**src/rtl/cpu_pkg.sv**
```systemverilog
`default_nettype none
// ============================================================================
// Module   : cpu_pkg
// Purpose  : Shared definitions for the multi-cycle RV32I core: opcode
//            constants, access-width codes, FSM state and ALU operation
//            encodings, plus the funct3 -> ALU operation decoder.
// Revision : 1.0  initial release
// ============================================================================
package cpu_pkg;

  // Major opcodes (instr[6:0])
  localparam logic [6:0] OPC_LUI    = 7'b0110111;
  localparam logic [6:0] OPC_AUIPC  = 7'b0010111;
  localparam logic [6:0] OPC_JAL    = 7'b1101111;
  localparam logic [6:0] OPC_JALR   = 7'b1100111;
  localparam logic [6:0] OPC_BRANCH = 7'b1100011;
  localparam logic [6:0] OPC_LOAD   = 7'b0000011;
  localparam logic [6:0] OPC_STORE  = 7'b0100011;
  localparam logic [6:0] OPC_OP_IMM = 7'b0010011;
  localparam logic [6:0] OPC_OP     = 7'b0110011;

  // Data-port access sizes
  localparam logic [1:0] WIDTH_BYTE = 2'b00;
  localparam logic [1:0] WIDTH_HALF = 2'b01;
  localparam logic [1:0] WIDTH_WORD = 2'b10;

  typedef enum logic [1:0] {
    ST_FETCH = 2'd0,
    ST_EXEC  = 2'd1,
    ST_LOAD  = 2'd2
  } state_e;

  typedef enum logic [3:0] {
    ALU_ADD  = 4'd0,
    ALU_SUB  = 4'd1,
    ALU_SLL  = 4'd2,
    ALU_SLT  = 4'd3,
    ALU_SLTU = 4'd4,
    ALU_XOR  = 4'd5,
    ALU_SRL  = 4'd6,
    ALU_SRA  = 4'd7,
    ALU_OR   = 4'd8,
    ALU_AND  = 4'd9
  } alu_op_e;

  // alt selects SUB (for funct3=000) or SRA (for funct3=101). The caller
  // decides whether instr[30] is meaningful for the given opcode.
  function automatic alu_op_e alu_decode(input logic [2:0] funct3, input logic alt);
    alu_op_e op;
    case (funct3)
      3'b000:  op = alt ? ALU_SUB : ALU_ADD;
      3'b001:  op = ALU_SLL;
      3'b010:  op = ALU_SLT;
      3'b011:  op = ALU_SLTU;
      3'b100:  op = ALU_XOR;
      3'b101:  op = alt ? ALU_SRA : ALU_SRL;
      3'b110:  op = ALU_OR;
      default: op = ALU_AND;
    endcase
    return op;
  endfunction

endpackage
`default_nettype wire

```
**src/rtl/cpu_alu.sv**
```systemverilog
`default_nettype none
// ============================================================================
// Module   : cpu_alu
// Purpose  : Combinational RV32I ALU with comparison flags for branches.
// Ports    : a, b    - operands
//            op      - ALU operation
//            result  - operation result (wraps modulo 2^32)
//            eq      - a == b
//            lt      - a <  b signed
//            ltu     - a <  b unsigned
// Revision : 1.0  initial release
// ============================================================================
module cpu_alu
  import cpu_pkg::*;
(
  input  logic [31:0] a,
  input  logic [31:0] b,
  input  alu_op_e     op,
  output logic [31:0] result,
  output logic        eq,
  output logic        lt,
  output logic        ltu
);

  logic [4:0] shamt;

  assign shamt = b[4:0];
  assign eq    = (a == b);
  assign lt    = ($signed(a) < $signed(b));
  assign ltu   = (a < b);

  always_comb begin
    result = '0;
    case (op)
      ALU_ADD:  result = a + b;
      ALU_SUB:  result = a - b;
      ALU_SLL:  result = a << shamt;
      ALU_SLT:  result = {31'b0, lt};
      ALU_SLTU: result = {31'b0, ltu};
      ALU_XOR:  result = a ^ b;
      ALU_SRL:  result = a >> shamt;
      ALU_SRA:  result = $unsigned($signed(a) >>> shamt);
      ALU_OR:   result = a | b;
      ALU_AND:  result = a & b;
      default:  result = '0;
    endcase
  end

endmodule
`default_nettype wire

```
**src/rtl/cpu_core.sv**
```systemverilog
`default_nettype none
// ============================================================================
// Module   : cpu_core
// Purpose  : Multi-cycle RV32I core (FETCH -> EXEC [-> LOAD]). CPI is 2,
//            loads take 3. Register file and immediate generator are inline.
// Ports    : clk, rst_n            - clock, async active-low reset
//            instruction           - fetched word, valid in EXEC
//            address_instruction   - PC
//            data_in               - load data, right-aligned, valid in LOAD
//            data_out              - store data, right-aligned
//            address_data          - load/store byte address
//            width                 - 00 byte, 01 half, 10 word
//            write_mem             - store strobe (EXEC of a store only)
// Revision : 1.0  initial release
// ============================================================================
module cpu_core
  import cpu_pkg::*;
#(
  parameter logic [31:0] RESET_PC = 32'h0000_0000
) (
  input  logic        clk,
  input  logic        rst_n,
  input  logic [31:0] instruction,
  output logic [31:0] address_instruction,
  input  logic [31:0] data_in,
  output logic [31:0] data_out,
  output logic [31:0] address_data,
  output logic [1:0]  width,
  output logic        write_mem
);

  // --------------------------------------------------------------------------
  // State
  // --------------------------------------------------------------------------
  state_e      state_q, state_d;
  logic [31:0] pc_q, pc_d;
  logic [31:0] addr_q, addr_d;
  logic [31:0] dout_q, dout_d;
  logic [1:0]  width_q, width_d;
  logic [4:0]  ld_rd_q, ld_rd_d;
  logic [2:0]  ld_f3_q, ld_f3_d;
  logic [31:0] regs_q [0:31];

  // Register-file write port
  logic        rf_we;
  logic [4:0]  rf_waddr;
  logic [31:0] rf_wdata;

  // --------------------------------------------------------------------------
  // Decode
  // --------------------------------------------------------------------------
  logic [6:0]  opcode;
  logic [4:0]  rd, rs1, rs2;
  logic [2:0]  funct3;
  logic [31:0] rs1_val, rs2_val;
  logic [31:0] imm_i, imm_s, imm_b, imm_u, imm_j;

  assign opcode = instruction[6:0];
  assign rd     = instruction[11:7];
  assign funct3 = instruction[14:12];
  assign rs1    = instruction[19:15];
  assign rs2    = instruction[24:20];

  // Reads see the pre-writeback value; x0 is hard-wired to zero.
  assign rs1_val = (rs1 == 5'd0) ? 32'd0 : regs_q[rs1];
  assign rs2_val = (rs2 == 5'd0) ? 32'd0 : regs_q[rs2];

  assign imm_i = {{20{instruction[31]}}, instruction[31:20]};
  assign imm_s = {{20{instruction[31]}}, instruction[31:25], instruction[11:7]};
  assign imm_b = {{19{instruction[31]}}, instruction[31], instruction[7],
                  instruction[30:25], instruction[11:8], 1'b0};
  assign imm_u = {instruction[31:12], 12'b0};
  assign imm_j = {{11{instruction[31]}}, instruction[31], instruction[19:12],
                  instruction[20], instruction[30:21], 1'b0};

  // --------------------------------------------------------------------------
  // ALU operand selection. The ALU also forms load/store addresses and the
  // JALR target (rs1+imm), so only PC-relative targets need extra adders.
  // --------------------------------------------------------------------------
  logic [31:0] alu_a, alu_b, alu_result;
  alu_op_e     alu_op;
  logic        alu_eq, alu_lt, alu_ltu;

  always_comb begin
    alu_a  = rs1_val;
    alu_b  = imm_i;
    alu_op = ALU_ADD;
    case (opcode)
      OPC_LUI:    begin alu_a = 32'd0; alu_b = imm_u; end
      OPC_AUIPC:  begin alu_a = pc_q;  alu_b = imm_u; end
      OPC_STORE:  alu_b = imm_s;
      OPC_BRANCH: alu_b = rs2_val;
      OPC_OP:     begin
        alu_b  = rs2_val;
        alu_op = alu_decode(funct3, instruction[30]);
      end
      // For immediates instr[30] only matters for SRAI; for ADDI it is imm bit.
      OPC_OP_IMM: alu_op = alu_decode(funct3, (funct3 == 3'b101) && instruction[30]);
      default:    ;
    endcase
  end

  cpu_alu u_alu (
    .a      (alu_a),
    .b      (alu_b),
    .op     (alu_op),
    .result (alu_result),
    .eq     (alu_eq),
    .lt     (alu_lt),
    .ltu    (alu_ltu)
  );

  logic [31:0] pc_plus4, br_target, jal_target, jalr_target;
  logic        br_taken;

  assign pc_plus4    = pc_q + 32'd4;
  assign br_target   = pc_q + imm_b;
  assign jal_target  = pc_q + imm_j;
  assign jalr_target = {alu_result[31:1], 1'b0};

  always_comb begin
    case (funct3)
      3'b000:  br_taken = alu_eq;
      3'b001:  br_taken = !alu_eq;
      3'b100:  br_taken = alu_lt;
      3'b101:  br_taken = !alu_lt;
      3'b110:  br_taken = alu_ltu;
      3'b111:  br_taken = !alu_ltu;
      default: br_taken = 1'b0;
    endcase
  end

  // Load data extension uses the funct3 captured at the end of EXEC.
  logic [31:0] load_ext;

  always_comb begin
    case (ld_f3_q)
      3'b000:  load_ext = {{24{data_in[7]}}, data_in[7:0]};
      3'b001:  load_ext = {{16{data_in[15]}}, data_in[15:0]};
      3'b100:  load_ext = {24'b0, data_in[7:0]};
      3'b101:  load_ext = {16'b0, data_in[15:0]};
      default: load_ext = data_in;
    endcase
  end

  // --------------------------------------------------------------------------
  // Next-state logic
  // --------------------------------------------------------------------------
  logic write_mem_d;

  always_comb begin
    state_d     = state_q;
    pc_d        = pc_q;
    addr_d      = addr_q;
    dout_d      = dout_q;
    width_d     = width_q;
    ld_rd_d     = ld_rd_q;
    ld_f3_d     = ld_f3_q;
    rf_we       = 1'b0;
    rf_waddr    = rd;
    rf_wdata    = alu_result;
    write_mem_d = 1'b0;

    case (state_q)
      ST_FETCH: state_d = ST_EXEC;

      ST_EXEC: begin
        state_d = ST_FETCH;
        pc_d    = pc_plus4;
        case (opcode)
          OPC_LUI, OPC_AUIPC, OPC_OP, OPC_OP_IMM: rf_we = 1'b1;
          OPC_JAL: begin
            rf_we    = 1'b1;
            rf_wdata = pc_plus4;
            pc_d     = jal_target;
          end
          OPC_JALR: begin
            rf_we    = 1'b1;
            rf_wdata = pc_plus4;
            pc_d     = jalr_target;
          end
          OPC_BRANCH: if (br_taken) pc_d = br_target;
          OPC_STORE: begin
            write_mem_d = 1'b1;
            addr_d      = alu_result;
            dout_d      = rs2_val;
            width_d     = funct3[1:0];
          end
          OPC_LOAD: begin
            // PC advances only when the load retires in LOAD.
            state_d = ST_LOAD;
            pc_d    = pc_q;
            addr_d  = alu_result;
            width_d = funct3[1:0];
            ld_rd_d = rd;
            ld_f3_d = funct3;
          end
          default: ;  // FENCE/SYSTEM/unknown: plain PC+4
        endcase
      end

      ST_LOAD: begin
        state_d  = ST_FETCH;
        pc_d     = pc_plus4;
        rf_we    = 1'b1;
        rf_waddr = ld_rd_q;
        rf_wdata = load_ext;
      end

      default: state_d = ST_FETCH;
    endcase
  end

  // The data port is driven from the next-value of the hold registers so the
  // EXEC-cycle address is visible immediately and then held through LOAD and
  // idle cycles.
  assign address_instruction = pc_q;
  assign address_data        = addr_d;
  assign data_out            = dout_d;
  assign width               = width_d;
  assign write_mem           = write_mem_d;

  // --------------------------------------------------------------------------
  // Registers
  // --------------------------------------------------------------------------
  always_ff @(posedge clk or negedge rst_n) begin
    if (!rst_n) begin
      state_q <= ST_FETCH;
      pc_q    <= RESET_PC;
      addr_q  <= '0;
      dout_q  <= '0;
      width_q <= WIDTH_WORD;
      ld_rd_q <= '0;
      ld_f3_q <= '0;
      for (int i = 0; i < 32; i++) regs_q[i] <= '0;
    end else begin
      state_q <= state_d;
      pc_q    <= pc_d;
      addr_q  <= addr_d;
      dout_q  <= dout_d;
      width_q <= width_d;
      ld_rd_q <= ld_rd_d;
      ld_f3_q <= ld_f3_d;
      if (rf_we && (rf_waddr != 5'd0)) regs_q[rf_waddr] <= rf_wdata;
    end
  end

endmodule
`default_nettype wire

```
**config.mk**
```make
export PLATFORM = sky130hd
export DESIGN_NAME = cpu_core
export DESIGN_NICKNAME = d
export VERILOG_FILES = /design/src/rtl/cpu_pkg.sv /design/src/rtl/cpu_alu.sv /design/src/rtl/cpu_core.sv
export SDC_FILE = /design/constraint.sdc
export NUM_CORES = 2
export LEC_CHECK = 0
export BUFFER_PORTS_ARGS = -buffer_cell sky130_fd_sc_hd__buf_2
export CAP_MARGIN = 10
export CORE_MARGIN = 2
export CORE_UTILIZATION = 45
export DETAILED_ROUTE_END_ITERATION = 8
export GPL_TIMING_DRIVEN = 0
export PLACE_DENSITY = 0.59
export SLEW_MARGIN = 10
export SYNTH_ARGS = -nofsm -noshare
export SYNTH_HDL_FRONTEND = slang
export SYNTH_SLANG_ARGS = --single-unit
```
**constraint.sdc**
```tcl
create_clock -name clk -period 12.26 [get_ports clk]
set_input_delay 0.613 -clock clk [delete_from_list [all_inputs] [get_ports clk]]
set_output_delay 0.613 -clock clk [all_outputs]
set_load 0.03 [all_outputs]
```
==> run metrics <==
run status finished, violations left; violated checks max-capacitance violations, max-slew violations, negative setup slack; met2 layer wire length in the routed design ~180,000 um; met3 layer wire length in the routed design between 70,000 and 80,000 um; Synth Area per Inst 10.1 sq um; worst ir drop on vdd between 0.15 and 0.2 mV; Remaining Overflow, GRT 0; clk slew on worst S/H paths 0.06 ns; shortest clock period the worst path allows after layout between 10 and 15 ns; worst endpoint data arrival time ~12 ns; number of buffers between clock root and the deepest sink 3; Finish-stage setup viols 2; HP Class in -> async; total of flip-flops plus latches after synthesis roughly 1,100; P_sw between 4 and 5 mW; asr flop ratio synth 100%; cell types occupying the most area after synthesis dfrtp_1, mux4_2, a21oi_1, nor2_1, mux2_2; Final GP Congestion ~1.2; Layout Nets between 7,000 and 8,000; Die Span Y roughly 400 um; combined area of all synthesized cells ~72,000 sq um; area inside the core boundary approximately 160,000 sq um; count of filler cells inserted in the layout between 10,000 and 15,000; relative contribution of combinational cells to total power between 20% and 30%; number of port buffers 162; setup clock skew after layout ~0.075 ns; number of placed instances, taps included roughly 9,400; Cell Count, Final, Fillers Out 9,756; detailed-route wire length on metal 1 152,000 um; max cap viols 15; number of flops mapped to enable cells by yosys 0; most common cell after layout, fill and taps aside dfrtp_1; clock buffer count from CTS 135; DR iter-0 viols roughly 13,000; Post-synth top flop dfrtp_1; Flop pwr share 34.7%; estimated wirelength of the detail-placed design around 350,000 um; required time of the critical path 11.65 ns; Unique masters post-synth ~100; Switching Share 39.4%; library cell contributing the largest single delay on the critical path clkdlybuf4s15_1; share of final-layout standard cells stronger than drive strength 1 about 20%; highest routed metal layer met5; final hold violations 0; final worst setup slack -0.117 ns; GRT Resource Usage Total between 50% and 60%; slew at the pin closest to its max-slew limit between 1.5 and 2 ns; critical path fanouts, max 11; num ports 165; Sum Neg Setup Slack -0.147 ns; first-pass GRT wire length between 600,000 and 700,000 um; Vias approximately 74,000; final count of pins violating max slew 85; clock sink count between 1,000 and 1,500; post-detailed-routing wire length ~460,000 um; starting density of the core between 40% and 50%; overall die area roughly 160,000 sq um; share of the cycle needed by the critical path after routing 101%; Die W roughly 400 um; biggest cell delay along the critical path approximately 0.93 ns; final routed DRC violation total 0; leakage power total 35.6 nW; clock power share between 30% and 40%; CTS root buffer clkbuf_16; achievable clock frequency 0.0808 GHz; ANT nets after route 0; vias per std cell roughly 7.6; layout overhead on the synthesized area 13.1%; detail-routed net length per standard cell 47.6 um; cell taking the most area after synthesis dfrtp_1; cell count after synthesis about 7,000; power density cells between 100 and 150 nW/um^2; pin count of the biggest net entering global routing around 160; unrepaired setup endpoints after global routing false; share of synthesized area occupied by flip-flops and latches roughly two fifths; fraction of synthesized cell area taken by the top area cell type between 30% and 40%; antenna violations before repair 56; Post-CTS Setup Inserts 0; CTS HTree Levels 4; CTS tree yes; WS Path Type in -> out; Yosys warning total 0; number of nets in the synthesized netlist 7,371; library cell appearing most often on the critical path buf_2; max_slew headroom -5.95%; Fin Hold WS around 0.26 ns; number of global-route vias before repair 67,700; number of standard-cell rows in the floorplan between 100 and 150; commonest cells after routing, fill and taps aside dfrtp_1, nor2_1, nand2_1; number of cell instances on the worst register-to-register path 22; internal power consumption between 7 and 8 mW; startpoint types input port; Reg area around 28,000 sq um; clock latency at the later pin of the worst-skew pair approximately 0.9 ns; footprint of the multi-input gates roughly 41,000 sq um; TritonRoute pass-1 iters 7; nature of the critical path endpoint primary output
power by group through the flow:
stage	Combinational [mW]	Clock (mW)	Sequential [mW]
after global routing	3.56	4.47	4.19
after global placement	3.21	0	4.23
after floorplan	1.74	0	4.15
after detailed placement	3.27	0	4.23
final	3.53	4.37	4.19
after CTS	3.29	4.32	4.17
cell families after synthesis:
kind of cell,Yosys count,share of synthesized area (%)
and+or+nand+nor,1912,11.4
xor gates and xnor gates,91,1.10
muxes,958,22.6
AOI/OAI and AO/OA,2072,18.2
adders and majority gates,158,2.77
buffers and inverters,824,4.77
DFF,1131,39.1
other,1,0.00518
sequential cells by signal (all words and copies together), names as in the netlist:
name,count
ld_f3_q,3
width_q,2
regs_q,1024
address_instruction,31
addr_q,32
state_q,2
ld_rd_q,5
dout_q,32
stage by stage:
stage,util (%),area [sq um],total power [mW],setup WS [ns]
after floorplan,-,72300,5.89,4.24
after global placement,47.3,75800,7.44,-15.17
after detailed placement,48.0,76900,7.50,-0.423
after CTS,51.0,81600,11.8,0.0532
after global routing,51.1,81700,12.2,0.0317
final,51.1,81800,12.1,-0.117
timing repair:
item,in CTS,in global routing
resized for setup,2,6
endpoints found under the hold margin,49,0
hold buffers,1,0
setup endpoints to repair,1,2
area by class of cell:
cell class | instances | share of cell area (%)
inverter | 128 | 0.587
tap | 2086 | 3.19
antenna | 58 | 0.177
timing repair buffer | 221 | 2.03
clock inverter | 42 | 0.803
clock buffer | 203 | 4.91
sequential | 1131 | 34.6
buffer | 695 | 3.78
multi-input combinational | 5192 | 49.9
critical path, delay by kind of cell:
family	cells	cell delay, ns
AO/OA/AOI/OAI	9	3.60
adder cells (fa/ha/maj)	1	0.50
AND/OR/NAND/NOR	5	1.80
multiplexers	1	0.73
buffers and inverters	9	4.44
layer usage:
layer  GRT usage, %  up-vias
met5           5.56        -
met4           51.7       68
met3           30.2     2222
met2           75.2     7113
met1           62.3    36800
li1               -    27500
synth_stat cells, types with 58 or more instances:
cell      instances
a22oi_1          81
o211ai_1         73
nor3_1           82
ha_1            154
a31oi_1         198
dfrtp_1        1130
mux2_2          224
nand2_1         601
mux2i_1         199
nand3_1         175
nor2_1          781
clkbuf_1        508
inv_1           120
buf_2            87
a21o_1           63
and3_1           58
mux4_2          505
o21ai_0         478
a21oi_1         603
xnor2_1          59
final timing paths:
kind                                       from                 endpoint  slack (ns)
worst min-delay path                      rst_n  address_instruction[19]        0.26
min in group clk                instruction[11]               ld_rd_q[4]        0.26
worst max-delay path            instruction[20]         address_data[25]       -0.12
worst max register to register      regs_q[292]              regs_q[889]        1.13
worst min register to register        dout_q[2]                dout_q[2]        0.47
max in group asynchronous                 rst_n              regs_q[756]        8.64
No activity file was read; power rests on OpenSTA's default activity.
